**config.mk**
```make
export PLATFORM = sky130hd
export DESIGN_NAME = enc_round_ctrl
export DESIGN_NICKNAME = d
export VERILOG_FILES = /design/src/rtl/enc_pkg.sv /design/src/rtl/enc_round_ctrl.sv
export SDC_FILE = /design/constraint.sdc
export NUM_CORES = 1
export LEC_CHECK = 0
export CORE_UTILIZATION = 37
export CTS_CLUSTER_DIAMETER = 50
export DETAILED_ROUTE_END_ITERATION = 10
export PLACE_DENSITY = 0.85
export SLEW_MARGIN = 20
export SYNTH_ARGS = -nofsm -noshare
export SYNTH_HDL_FRONTEND = slang
export SYNTH_SLANG_ARGS = --single-unit
```
**constraint.sdc**
```tcl
create_clock -name clk -period 2.4 [get_ports clk]
set_input_delay 0.24 -clock clk [delete_from_list [all_inputs] [get_ports clk]]
set_output_delay 0.24 -clock clk [all_outputs]
set_load 0.02 [all_outputs]
```
**src/rtl/enc_pkg.sv**
```systemverilog
// Shared constants and state encoding for the round-sequencing controller.
package enc_pkg;

  localparam int ENC_DATA_W = 64;
  localparam int ENC_ITER_W = 4;

  typedef enum logic [1:0] {
    IDLE = 2'd0,
    LOAD = 2'd1,
    RUN  = 2'd2,
    OUT  = 2'd3
  } round_state_t;

endpackage

```
**src/rtl/enc_round_ctrl.sv**
```systemverilog
// Round-sequencing FSM: accepts a block, loads and steps the external
// iteration counter, applies one round per step and cross-checks the done flag.
module enc_round_ctrl
  import enc_pkg::*;
#(
  parameter int DATA_W = ENC_DATA_W,
  parameter int ITER_W = ENC_ITER_W
) (
  input  logic              clk,
  input  logic              rst,
  input  logic              in_valid,
  output logic              in_ready,
  input  logic [DATA_W-1:0] in_data,
  input  logic [ITER_W-1:0] in_rounds,
  output logic              ctr_load_n,
  output logic [ITER_W-1:0] iteration_value,
  output logic              start_iteration,
  input  logic              iteration_done,
  output logic              round_en,
  output logic [ITER_W-1:0] round_idx,
  output logic [DATA_W-1:0] round_data_out,
  input  logic [DATA_W-1:0] round_data_in,
  output logic              out_valid,
  input  logic              out_ready,
  output logic [DATA_W-1:0] out_data,
  output logic              err
);

  round_state_t      fsm_q, fsm_d;
  logic [DATA_W-1:0] state_q, state_d;
  logic [ITER_W-1:0] rounds_q, rounds_d;
  logic [ITER_W-1:0] idx_q, idx_d;
  logic              err_q, err_d;
  logic              idle_ready;

  always_ff @(posedge clk or posedge rst) begin
    if (rst) begin
      fsm_q    <= IDLE;
      state_q  <= '0;
      rounds_q <= '0;
      idx_q    <= '0;
      err_q    <= 1'b0;
    end else begin
      fsm_q    <= fsm_d;
      state_q  <= state_d;
      rounds_q <= rounds_d;
      idx_q    <= idx_d;
      err_q    <= err_d;
    end
  end

  always_comb begin
    fsm_d           = fsm_q;
    state_d         = state_q;
    rounds_d        = rounds_q;
    idx_d           = idx_q;
    err_d           = err_q;
    idle_ready      = 1'b0;
    ctr_load_n      = 1'b1;
    start_iteration = 1'b0;
    round_en        = 1'b0;
    out_valid       = 1'b0;

    case (fsm_q)
      IDLE: begin
        idle_ready = 1'b1;
        if (in_valid) begin
          state_d  = in_data;
          rounds_d = in_rounds;
          idx_d    = '0;
          fsm_d    = (in_rounds == '0) ? OUT : LOAD;
        end
      end
      LOAD: begin
        ctr_load_n = 1'b0;
        fsm_d      = RUN;
      end
      RUN: begin
        // The counter's done flag must agree with the shadow index; any
        // disagreement ends the block early and flags it.
        if (!iteration_done && (idx_q < rounds_q)) begin
          round_en        = 1'b1;
          start_iteration = 1'b1;
          state_d         = round_data_in;
          idx_d           = idx_q + 1'b1;
        end else if (iteration_done && (idx_q == rounds_q)) begin
          fsm_d = OUT;
        end else begin
          err_d = 1'b1;
          fsm_d = OUT;
        end
      end
      OUT: begin
        out_valid = 1'b1;
        if (out_ready) fsm_d = IDLE;
      end
      default: fsm_d = IDLE;
    endcase
  end

  assign in_ready        = idle_ready && !rst;
  assign iteration_value = rounds_q;
  assign round_idx       = idx_q;
  assign round_data_out  = state_q;
  assign out_data        = state_q;
  assign err             = err_q;

endmodule

```
== Word-level counts from Yosys, hierarchy flattened ==
Cells that the tools add are included.
Storage, ports and cells
  bits in latches: 0
  ROM bits: 0
  RAM bits: 0
  memories kept: 0
  logic and storage cells: 45
  output and inout port bits: 142
  flip-flop bits (word level): 75
  bits of input ports: 137
Cells by class
  mux-type cells: 16
  divide/modulo/power cells: 0
  $add $sub $neg: 1
  bitwise gates (word level): 2
  $mul: 0
  $lt $le $gt $ge: 1
  eq/ne operators: 8
  reduce and logical (&&, ||, !) cells: 12
  shift operators: 0
Operators with widths (number)
  $mux 64: 2
  $pmux 64 s2: 1
  $reduce_and 3->1: 3
  $mux 2: 4
  $mux 4: 2
  $ne 2x2->1 const B: 4
  $pmux 2 s4: 1
  $pmux 4 s2: 1
  $mux 1: 5
  $add 4x1->4 const B: 1
  $eq 2x2->1 const B: 2
  $eq 4x4->1: 1
  $logic_not 4->1: 1
  $lt 4x4->1: 1
  $logic_and 1x1->1: 3
  $eq 2x1->1 const B: 1
  $logic_not 1->1: 2
  $logic_not 2->1: 1
  $not 1->1: 2
  $reduce_and 2->1: 1
  $reduce_bool 2->1: 1

== Logic depth before layout (Yosys ltp) ==
Gate-level depths: netlist of the first run.
  depth after elaboration: 4
  depth in mapped cells: 9

== Worst setup path after synthesis of the first run ==
OpenSTA, ideal clock, no wires.
  kind: register to output
  start: register rounds_q[3] (netlist: iteration_value[3])
  end: output port start_iteration
  slack: 0.203 ns
  stages on the path, launching flop included: 6
  arrival: 1.957 ns
  data required time: 2.160 ns
  cells stage by stage: dfrtp_1 > inv_1 > ha_1 > a211oi_2 > nor3b_1 > buf_4
Between the ends
  longest elaborated chain between the ends: 4
Ends and longest elaborated chain
  start, declared: line enc_round_ctrl.sv:31  | logic [ITER_W-1:0] rounds_q, rounds_d;
  start signal, assigned: line enc_round_ctrl.sv:46  | rounds_q <= rounds_d;
  $lt 4x4->1: line enc_round_ctrl.sv:81  | if (!iteration_done && (idx_q < rounds_q)) begin
  $logic_and 1x1->1: line enc_round_ctrl.sv:81
  $mux 1 (2 in a row)
  end, declared: line enc_round_ctrl.sv:17  | output logic start_iteration,
Every way passes these cells.

== Final worst setup path of the first run ==
  start: register rounds_q[3] (netlist: iteration_value[3])
  end: register state_q[4] (netlist: out_data[4])
Between the ends
  longest elaborated chain between the ends: 4
Ends and longest elaborated chain
  $lt 4x4->1: line enc_round_ctrl.sv:81
  $logic_and 1x1->1: line enc_round_ctrl.sv:81
  $ne 2x2->1 (no line)
  $reduce_and 3->1 (no line)
  end signal, assigned: line enc_round_ctrl.sv:45  | state_q <= state_d;
  end, declared: line enc_round_ctrl.sv:30  | logic [DATA_W-1:0] state_q, state_d;
Every way passes these cells.
A chain may end at the register's enable or synchronous reset.

==> results of run 1 <==
-- per-stage QoR --
step	worst slack, ps	cell area, um^2	total power [mW]	util, %
6_report	120	7120	10.5	61.9
5_1_grt	3.91	7120	11.1	61.9
4_1_cts	90.6	7120	10.7	61.8
3_5_place_dp	94.5	6850	9.42	59.5
3_3_place_gp	162	6850	9.25	59.5
2_1_floorplan	203	4400	7.13	-
-- final timing paths --
path	slack (ps)	start	to	cells past startpoint
max in group asynchronous	1490	rst	round_idx[0]	3
min	320	rst	out_data[34]	2
max	120	iteration_value[3]	out_data[4]	8
max reg2reg	120	iteration_value[3]	out_data[4]	8
min in group clk	520	round_idx[3]	round_idx[3]	1
min reg2reg	520	round_idx[3]	round_idx[3]	1
-- cell families (layout without fill, tap and decap cells) --
logic type / count (synthesis) / count (layout) / synth area share, %
AND/OR/NAND/NOR: 17 / 17 / 2.05
multiplexers: 134 / 134 / 35.6
AO/OA/AOI/OAI: 13 / 13 / 2.33
flip-flops: 75 / 75 / 42.7
buffers and inverters: 92 / 311 / 14.5
adder cells (fa/ha/maj): 10 / 10 / 2.84
-- power breakdown --
| group | internal [mW] | total (mW) | switching, mW |
|---|---|---|---|
| registers | 1.93 | 2.46 | 0.532 |
| logic | 3.77 | 6.89 | 3.12 |
| clock network | 0.717 | 1.18 | 0.466 |
| total | 6.42 | 10.5 | 4.12 |
-- placed cells by master (no fill, tap or decap), drive strengths merged --
master,n
nand2,4
nor2b,2
a211oi,1
dfrtp,75
a41oi,1
clkbuf,12
nand2b,3
o21bai,1
inv,11
nor2,2
nor3b,1
clkdlybuf4s50,276
buf,6
mux2i,2
a21oi,2
dlygate4sd2,2
o21ai,4
a31o,1
ha,10
mux2,132
nor4,1
o32a,1
nand3,4
clkinv,4
a31oi,2
-- worst max-delay path: stages (launching register included) --
cell and delay (ps):
dfrtp_1 370, inv_1 60, ha_1 320, a211oi_2 280, nand3_1 180, nor2_4 180
a31o_4 160, buf_12 210, mux2_2 370
-- repair_timing --
item	in CTS	in global routing
hold buffers	0	0
gates resized for setup	3	1
setup endpoints to repair	2	26
-- state kept, by name, summed over array words and instances (netlist names) --
name and cells:
out_data 64, iteration_value 4, round_idx 4, fsm_q 2, err 1
-- layout make-up --
class	count	area share [%]
clock buffers	12	3.46
clock inverters	3	0.211
inverters	12	0.650
multi-input cells	174	26.6
flip-flops and latches	75	26.3
well taps	143	2.51
repair buffers	284	40.2
-- routing by layer --
layer	share of wire, %	track usage (%)
met4	1.2	6.22
met3	8.5	5.41
met1	37	19.8
met5	0	0
met2	54	36.2
==> load_flow_metrics.sql, run 1 <==
INSERT INTO impl_metrics (metric_group, metric, value, unit) VALUES
('outcome', 'outcome', 'finished with violations', ''),
('outcome', 'violations', 'DRC', ''),
('synthesis', 'synth-async-reset-ratio', '100', '%'),
('global_route', 'wire_length_of_the_first_global_routing_pass', '18600', 'um'),
('die', 'initial_utilization', '38.2', '%'),
('pwr', 'peakVddDrop', '0.919', 'mV'),
('drt', 'drt_iter0_drc', '124', ''),
('sta', 'timing.slew.headroom', '61.5', '%'),
('placement', 'place.gp.congestion', '0.761', ''),
('die', 'fp.dieW', '111', 'um'),
('drt', 'route.detailed.wl_per_inst', '16.3', 'um'),
('sta', 'final.setup_skew', '8.93', 'ps'),
('run', 'maxCapViolations', '0', ''),
('synthesis', 'synth-main-ff-cell', 'dfrtp_1', ''),
('sta', 'fmax', '439', 'MHz'),
('clocking', 'cts_tree', 'done', ''),
('sta', 'setup_viol', '0', ''),
('clocking', 'clk-insertion-delay-late', '320', 'ps'),
('final_layout', 'layout-drive-gt1-share', '28.2', '%'),
('drt', 'routed_wl', '11400', 'um'),
('drt', 'postRouteAntennaNets', '0', ''),
('synthesis', 'count_leader_synth', 'mux2_2', ''),
('final_layout', 'multi_input_comb_area', '1900', 'um^2'),
('synthesis', 'synth.ff_latch_count', '75', ''),
('clocking', 'cts_num_sinks', '75', ''),
('sta', 'worstMarginPinSlew', '576', 'ps'),
('clocking', 'tritoncts.num_buffers', '9', ''),
('drt', 'drt_first_pass_iters', '7', ''),
('placement', 'number_of_buffer_cells_added_on_primary_ports', '278', ''),
('synthesis', 'synth_area_leaders', 'dfrtp_1 43%, mux2_2 30%, buf_4 12%', ''),
('synthesis', 'synth_edf_count', '0', ''),
('critical_path', 'timing.critical_path.fanout_max', '37', ''),
('synthesis', 'syn-instance-count', '341', ''),
('global_route', 'first_global_vias', '3687', ''),
('global_route', 'grt_util_all_layers', '19.0', '%'),
('synthesis', 'number_of_nets_in_the_synthesized_netlist', '488', ''),
('clocking', 'post_cts_setup_repair_bufs', '0', ''),
('drt', 'remaining_drc_errors', '40', ''),
('clocking', 'max-clock-path-buffers', '2', ''),
('global_route', 'grt_start_max_net_pins', '38', ''),
('clocking', 'htreeDepth', '3', ''),
('synthesis', 'post_synth_instance_area', '4400', 'um^2'),
('final_layout', 'sequential_cell_area', '1880', 'um^2'),
('die', 'design.core.area', '11500', 'um^2'),
('global_route', 'initial_antenna_violation_count', '0', ''),
('synthesis', 'yosys-top-cells-count', '116 x mux2_2, 75 x dfrtp_1, 69 x buf_4', ''),
('final_layout', 'layout-area-overhead-vs-synth', '61.9', '%'),
('sta', 'timing.hold.ws', '319', 'ps'),
('final_layout', 'nNetsFinal', '703', ''),
('synthesis', 'ys_types', '29', ''),
('placement', 'numPlacedInstances', '688', ''),
('clocking', 'clock-root-buffer', 'clkbuf_16', ''),
('final_layout', 'fin_cells', '703', ''),
('global_route', 'remaining_global_route_overflow', '0', ''),
('synthesis', 'yosysTopAreaCellShare', '42.7', '%'),
('sta', 'hold_viol_final', '0', ''),
('pwr', 'powerDensity', '1480', 'nW/um^2'),
('final_layout', 'num_antenna_cells', '0', ''),
('hold_path', 'hold_path_class', 'in2async', ''),
('synthesis', 'synth.largest_area_cell', 'dfrtp_1', ''),
('die', 'design.portCount', '279', ''),
('synthesis', 'synth_area_per_cell', '12.9', 'um^2'),
('drt', 'mean_number_of_vias_per_cell', '4.71', ''),
('pwr', 'leakagePower', '2.89', 'nW'),
('die', 'dieArea', '12300', 'um^2'),
('critical_path', 'crit_arrival', '2470', 'ps'),
('critical_path', 'cp-end-kind', 'register', ''),
('critical_path', 'timing.setup.critical_path_class', 'reg2reg', ''),
('die', 'fp.dieH', '111', 'um'),
('sta', 'finalCriticalPeriod', '2280', 'ps'),
('critical_path', 'cp_data_required_time', '2590', 'ps'),
('critical_path', 'critical_path.startpoint_type', 'register', ''),
('clocking', 'cts.reportedPaths.clkPinSlew', '60', 'ps'),
('placement', 'dp_hpwl', '9020', 'um'),
('sta', 'post_route_setup_tns', '0', 'ps'),
('sta', 'post_route_clock_period_utilization', '95.0', '%'),
('drt', 'vias', '3313', ''),
('sta', 'rsz0062_at_grt', 'no', ''),
('sta', 'slew_viol_final', '0', ''),
('final_layout', 'nFillCells', '908', ''),
('die', 'row_count', '39', ''),
('synthesis', 'synth_warnings', '0', ''),
('synthesis', 'synth-seq-area-share', '42.7', '%');
Note: power is estimated with default switching activity, not from simulation.
==> run 2, diff against run 1 <==
--- a/config.mk
+++ b/config.mk
@@ -5,10 +5,12 @@
 export SDC_FILE = /design/constraint.sdc
 export NUM_CORES = 1
 export LEC_CHECK = 0
-export CORE_UTILIZATION = 37
+export ABC_AREA = 1
+export CORE_UTILIZATION = 38
 export CTS_CLUSTER_DIAMETER = 50
+export CTS_CLUSTER_SIZE = 40
 export DETAILED_ROUTE_END_ITERATION = 10
-export PLACE_DENSITY = 0.85
+export PLACE_DENSITY = 0.86
 export SLEW_MARGIN = 20
 export SYNTH_ARGS = -nofsm -noshare
 export SYNTH_HDL_FRONTEND = slang
==> constraint.sdc (replaced) <==
create_clock -name clk -period 2.4 [get_ports clk]
set_input_delay 0.6 -clock clk [delete_from_list [all_inputs] [get_ports clk]]
set_output_delay 0.6 -clock clk [all_outputs]
set_load 0.02 [all_outputs]
==> run 2 against run 1 <==
The run still ends with DRC left. Non-clock buffer count grew 12. Sequential power shrank 3%. Final area grew 2.3%. Routed wire length grew 24%. Worst hold slack gained 150 ps.
==> load_flow_metrics.sql, run 2 <==
INSERT INTO impl_metrics (metric_group, metric, value, unit) VALUES
('outcome', 'outcome', 'finished with violations', ''),
('outcome', 'violations', 'DRC', ''),
('critical_path', 'worst_r2r_startpoint', 'fsm_q[0]', ''),
('placement', 'numPlacedInstances', '985', ''),
('die', 'dieArea', '12500', 'um^2'),
('critical_path', 'r2r_end', 'out_data[63]', ''),
('final_layout', 'fin_cells', '1001', ''),
('placement', 'dp_hpwl', '10400', 'um'),
('final_layout', 'layout.cells.most_common_list', '345 x nand2_1, 275 x clkdlybuf4s50_1, 75 x dfrtp_1', ''),
('hold_path', 'timing.hold.worst_path_depth', '1', ''),
('critical_path', 'r2r_setup_slack', '340', 'ps'),
('drt', 'vias', '4685', ''),
('sta', 'setup_viol', '0', ''),
('sta', 'fmax', '439', 'MHz'),
('hold_path', 'holdCritStartpoint', 'err', ''),
('synthesis', 'count_leader_synth', 'nand2_1', ''),
('clocking', 'post_cts_setup_repair_bufs', '0', ''),
('critical_path', 'r2r_cells', '8', ''),
('synthesis', 'number_of_nets_in_the_synthesized_netlist', '795', ''),
('drt', 'drt_iter0_drc', '299', ''),
('critical_path', 'timing.setup.critical_path_class', 'reg2out', ''),
('sta', 'timing.hold.ws', '468', 'ps'),
('critical_path', 'worst_path_most_repeated_cell', 'inv_1', ''),
('clocking', 'cts.reportedPaths.clkPinSlew', '60', 'ps'),
('final_layout', 'num_antenna_cells', '0', ''),
('synthesis', 'synth_area_per_cell', '7.05', 'um^2'),
('clocking', 'ctsHoldBuffers', '0', ''),
('synthesis', 'syn-instance-count', '648', ''),
('pwr', 'report.power.total', '10.1', 'mW'),
('synthesis', 'synth-async-reset-ratio', '100', '%'),
('global_route', 'first_global_vias', '4446', ''),
('die', 'design.core.area', '11600', 'um^2'),
('global_route', 'grt_util_all_layers', '22.5', '%'),
('final_layout', 'nNetsFinal', '1000', ''),
('synthesis', 'synth_warnings', '0', ''),
('global_route', 'wire_length_of_the_first_global_routing_pass', '22500', 'um'),
('critical_path', 'cp-end-kind', 'output pin', ''),
('hold_path', 'hold_path_class', 'reg2reg', ''),
('drt', 'drt_first_pass_iters', '8', ''),
('critical_path', 'worst_setup_path_startpoint', 'fsm_q[1]', ''),
('sta', 'finalCriticalPeriod', '2280', 'ps'),
('critical_path', 'critical_path.startpoint_type', 'register', ''),
('critical_path', 'timing.critical_path.fanout_max', '4', ''),
('synthesis', 'yosys-top-cells-count', '345 x nand2_1, 75 x dfrtp_1, 70 x nand3_1', ''),
('hold_path', 'hold_end', 'err', ''),
('sta', 'final.setup_skew', '11.9', 'ps'),
('die', 'row_count', '39', ''),
('placement', 'number_of_buffer_cells_added_on_primary_ports', '278', ''),
('critical_path', 'worstPathCellList', 'inv_1 > ha_1 > inv_1 > clkdlybuf4s50_1', ''),
('final_layout', 'layout-area-overhead-vs-synth', '59.5', '%'),
('clocking', 'cts_num_sinks', '75', ''),
('final_layout', 'multi_input_comb_area', '1920', 'um^2'),
('synthesis', 'synth.ff_latch_count', '75', ''),
('clocking', 'clk-insertion-delay-late', '330', 'ps'),
('final_layout', 'layout-drive-gt1-share', '5.13', '%'),
('sta', 'timing.slew.headroom', '67.5', '%'),
('critical_path', 'cpLargestDelayFamily', 'buffers and inverters', ''),
('clocking', 'clock-root-buffer', 'clkbuf_16', ''),
('clocking', 'cts_tree', 'done', ''),
('pwr', 'leakagePower', '3.64', 'nW'),
('global_route', 'grt_start_max_net_pins', '76', ''),
('final_layout', 'commonest_non_fill_non_tap_cell_in_the_layout', 'nand2_1', ''),
('final_layout', 'nFillCells', '982', ''),
('global_route', 'remaining_global_route_overflow', '0', ''),
('final_layout', 'sequential_cell_area', '1880', 'um^2'),
('clocking', 'max-clock-path-buffers', '2', ''),
('drt', 'route.detailed.wl_per_inst', '14.2', 'um'),
('sta', 'post_route_setup_tns', '0', 'ps'),
('critical_path', 'slowest_delay', '590', 'ps'),
('sta', 'rsz0062_at_grt', 'no', ''),
('sta', 'worstMarginPinSlew', '487', 'ps'),
('global_route', 'initial_antenna_violation_count', '0', ''),
('critical_path', 'crit_arrival', '1680', 'ps'),
('die', 'initial_utilization', '39.5', '%'),
('run', 'maxCapViolations', '0', ''),
('pwr', 'peakVddDrop', '0.711', 'mV'),
('die', 'design.portCount', '279', ''),
('final_layout', 'largest_register_ff_count', '64', ''),
('clocking', 'htreeDepth', '3', ''),
('drt', 'routed_wl', '14200', 'um'),
('placement', 'place.gp.congestion', '0.814', ''),
('die', 'fp.dieH', '112', 'um'),
('synthesis', 'yosysTopAreaCellShare', '41.1', '%'),
('synthesis', 'ys_types', '22', ''),
('critical_path', 'cp_num_buf_inv', '3', ''),
('clocking', 'tritoncts.num_buffers', '9', ''),
('synthesis', 'post_synth_instance_area', '4570', 'um^2'),
('critical_path', 'cp_data_required_time', '1800', 'ps'),
('sta', 'hold_viol_final', '0', ''),
('synthesis', 'synth-seq-area-share', '41.1', '%'),
('drt', 'mean_number_of_vias_per_cell', '4.68', ''),
('synthesis', 'synth-main-ff-cell', 'dfrtp_1', ''),
('pwr', 'powerDensity', '1390', 'nW/um^2'),
('sta', 'slew_viol_final', '0', ''),
('synthesis', 'synth_edf_count', '0', ''),
('synthesis', 'synth.largest_area_cell', 'dfrtp_1', ''),
('drt', 'remaining_drc_errors', '17', ''),
('critical_path', 'crit_slowest_cell', 'clkdlybuf4s50_1', ''),
('synthesis', 'synth_area_leaders', 'dfrtp_1 41%, nand2_1 28%, buf_4 11%', ''),
('sta', 'post_route_clock_period_utilization', '95.0', '%'),
('drt', 'postRouteAntennaNets', '0', ''),
('die', 'fp.dieW', '112', 'um');
run 2: cell types whose count changed after synthesis, sizes merged, moves of 3 or more:
cell	before	now
nand2	4	347
mux2	132	1
nand3	4	71
buf	75	95
inv	12	22
nor2	2	8
nand2b	3	0
run 2: kinds of logic (layout without fill, tap and decap cells):
family	Yosys count	after routing	share of synthesized area (%)
buf+inv	124	334	17.0
compound gates	7	7	0.849
xor+xnor	1	1	0.192
mux	1	1	0.246
fa+ha+maj	10	10	2.74
flops	75	75	41.1
simple gates	430	430	37.9
run 2: power by group:
group	switching, mW	leakage, nW	internal (mW)	total [mW]
Combinational	3.64	2.56	2.79	6.44
Sequential	0.502	0.932	1.87	2.38
Clock	0.497	0.146	0.813	1.31
Total	4.64	3.64	5.48	10.1
run 2: metrics by stage:
stage / cell area (um^2) / utilization (%) / setup slack, ps
after floorplan: 4570 / - / 344
after global placement: 7000 / 60.6 / -184
final: 7280 / 63.0 / 120
after global routing: 7280 / 63.0 / 37.5
after CTS: 7290 / 63.1 / 48.6
after detailed placement: 7000 / 60.6 / -186
run 2: area by class of cell:
| class | count | share of cell area (%) |
|---|---|---|
| clock buffers | 15 | 3.95 |
| clock inverters | 1 | 0.0687 |
| inverters | 22 | 1.19 |
| multi-input cells | 449 | 26.3 |
| flip-flops and latches | 75 | 25.8 |
| well taps | 143 | 2.46 |
| repair buffers | 296 | 40.2 |
run 2: per-layer routing:
metal,wire (um),global-route usage (%),share of wire (%)
met5,0,0,0
met4,202,7.21,1.4
met3,806,3.76,5.7
met2,7500,41.4,53
met1,5660,26.6,40
run 2: how the worst max path moves through the flow:
stage,cells after the start,end,slack [ps]
finish,4,ctr_load_n,120
global route,4,ctr_load_n,40
CTS,8,round_en,50
detailed placement,7,round_en,-190
global placement,7,start_iteration,-180
floorplan,8,start_iteration,340
run 2: worst reg2reg max path, stage by stage (launching register included):
cell and delay [ps]:
dfrtp_1 410, inv_1 130, ha_2 220, buf_4 310, buf_4 500, nand2_1 110
nand2_1 140, nand3_1 100, nand2_1 90
run 2: what timing repair did:
item | 4_1_cts | 5_1_grt
resized for setup | 3 | 4
hold endpoints to repair | 0 | 0
setup endpoints to repair | 3 | 2
==> run 3, diff against run 2 <==
--- a/config.mk
+++ b/config.mk
@@ -8,7 +8,6 @@
 export ABC_AREA = 1
 export CORE_UTILIZATION = 38
 export CTS_CLUSTER_DIAMETER = 50
-export CTS_CLUSTER_SIZE = 40
 export DETAILED_ROUTE_END_ITERATION = 10
 export PLACE_DENSITY = 0.86
 export SLEW_MARGIN = 20
==> results of run 3 <==
Final layout, timing and power as in run 2 (identical DEF).
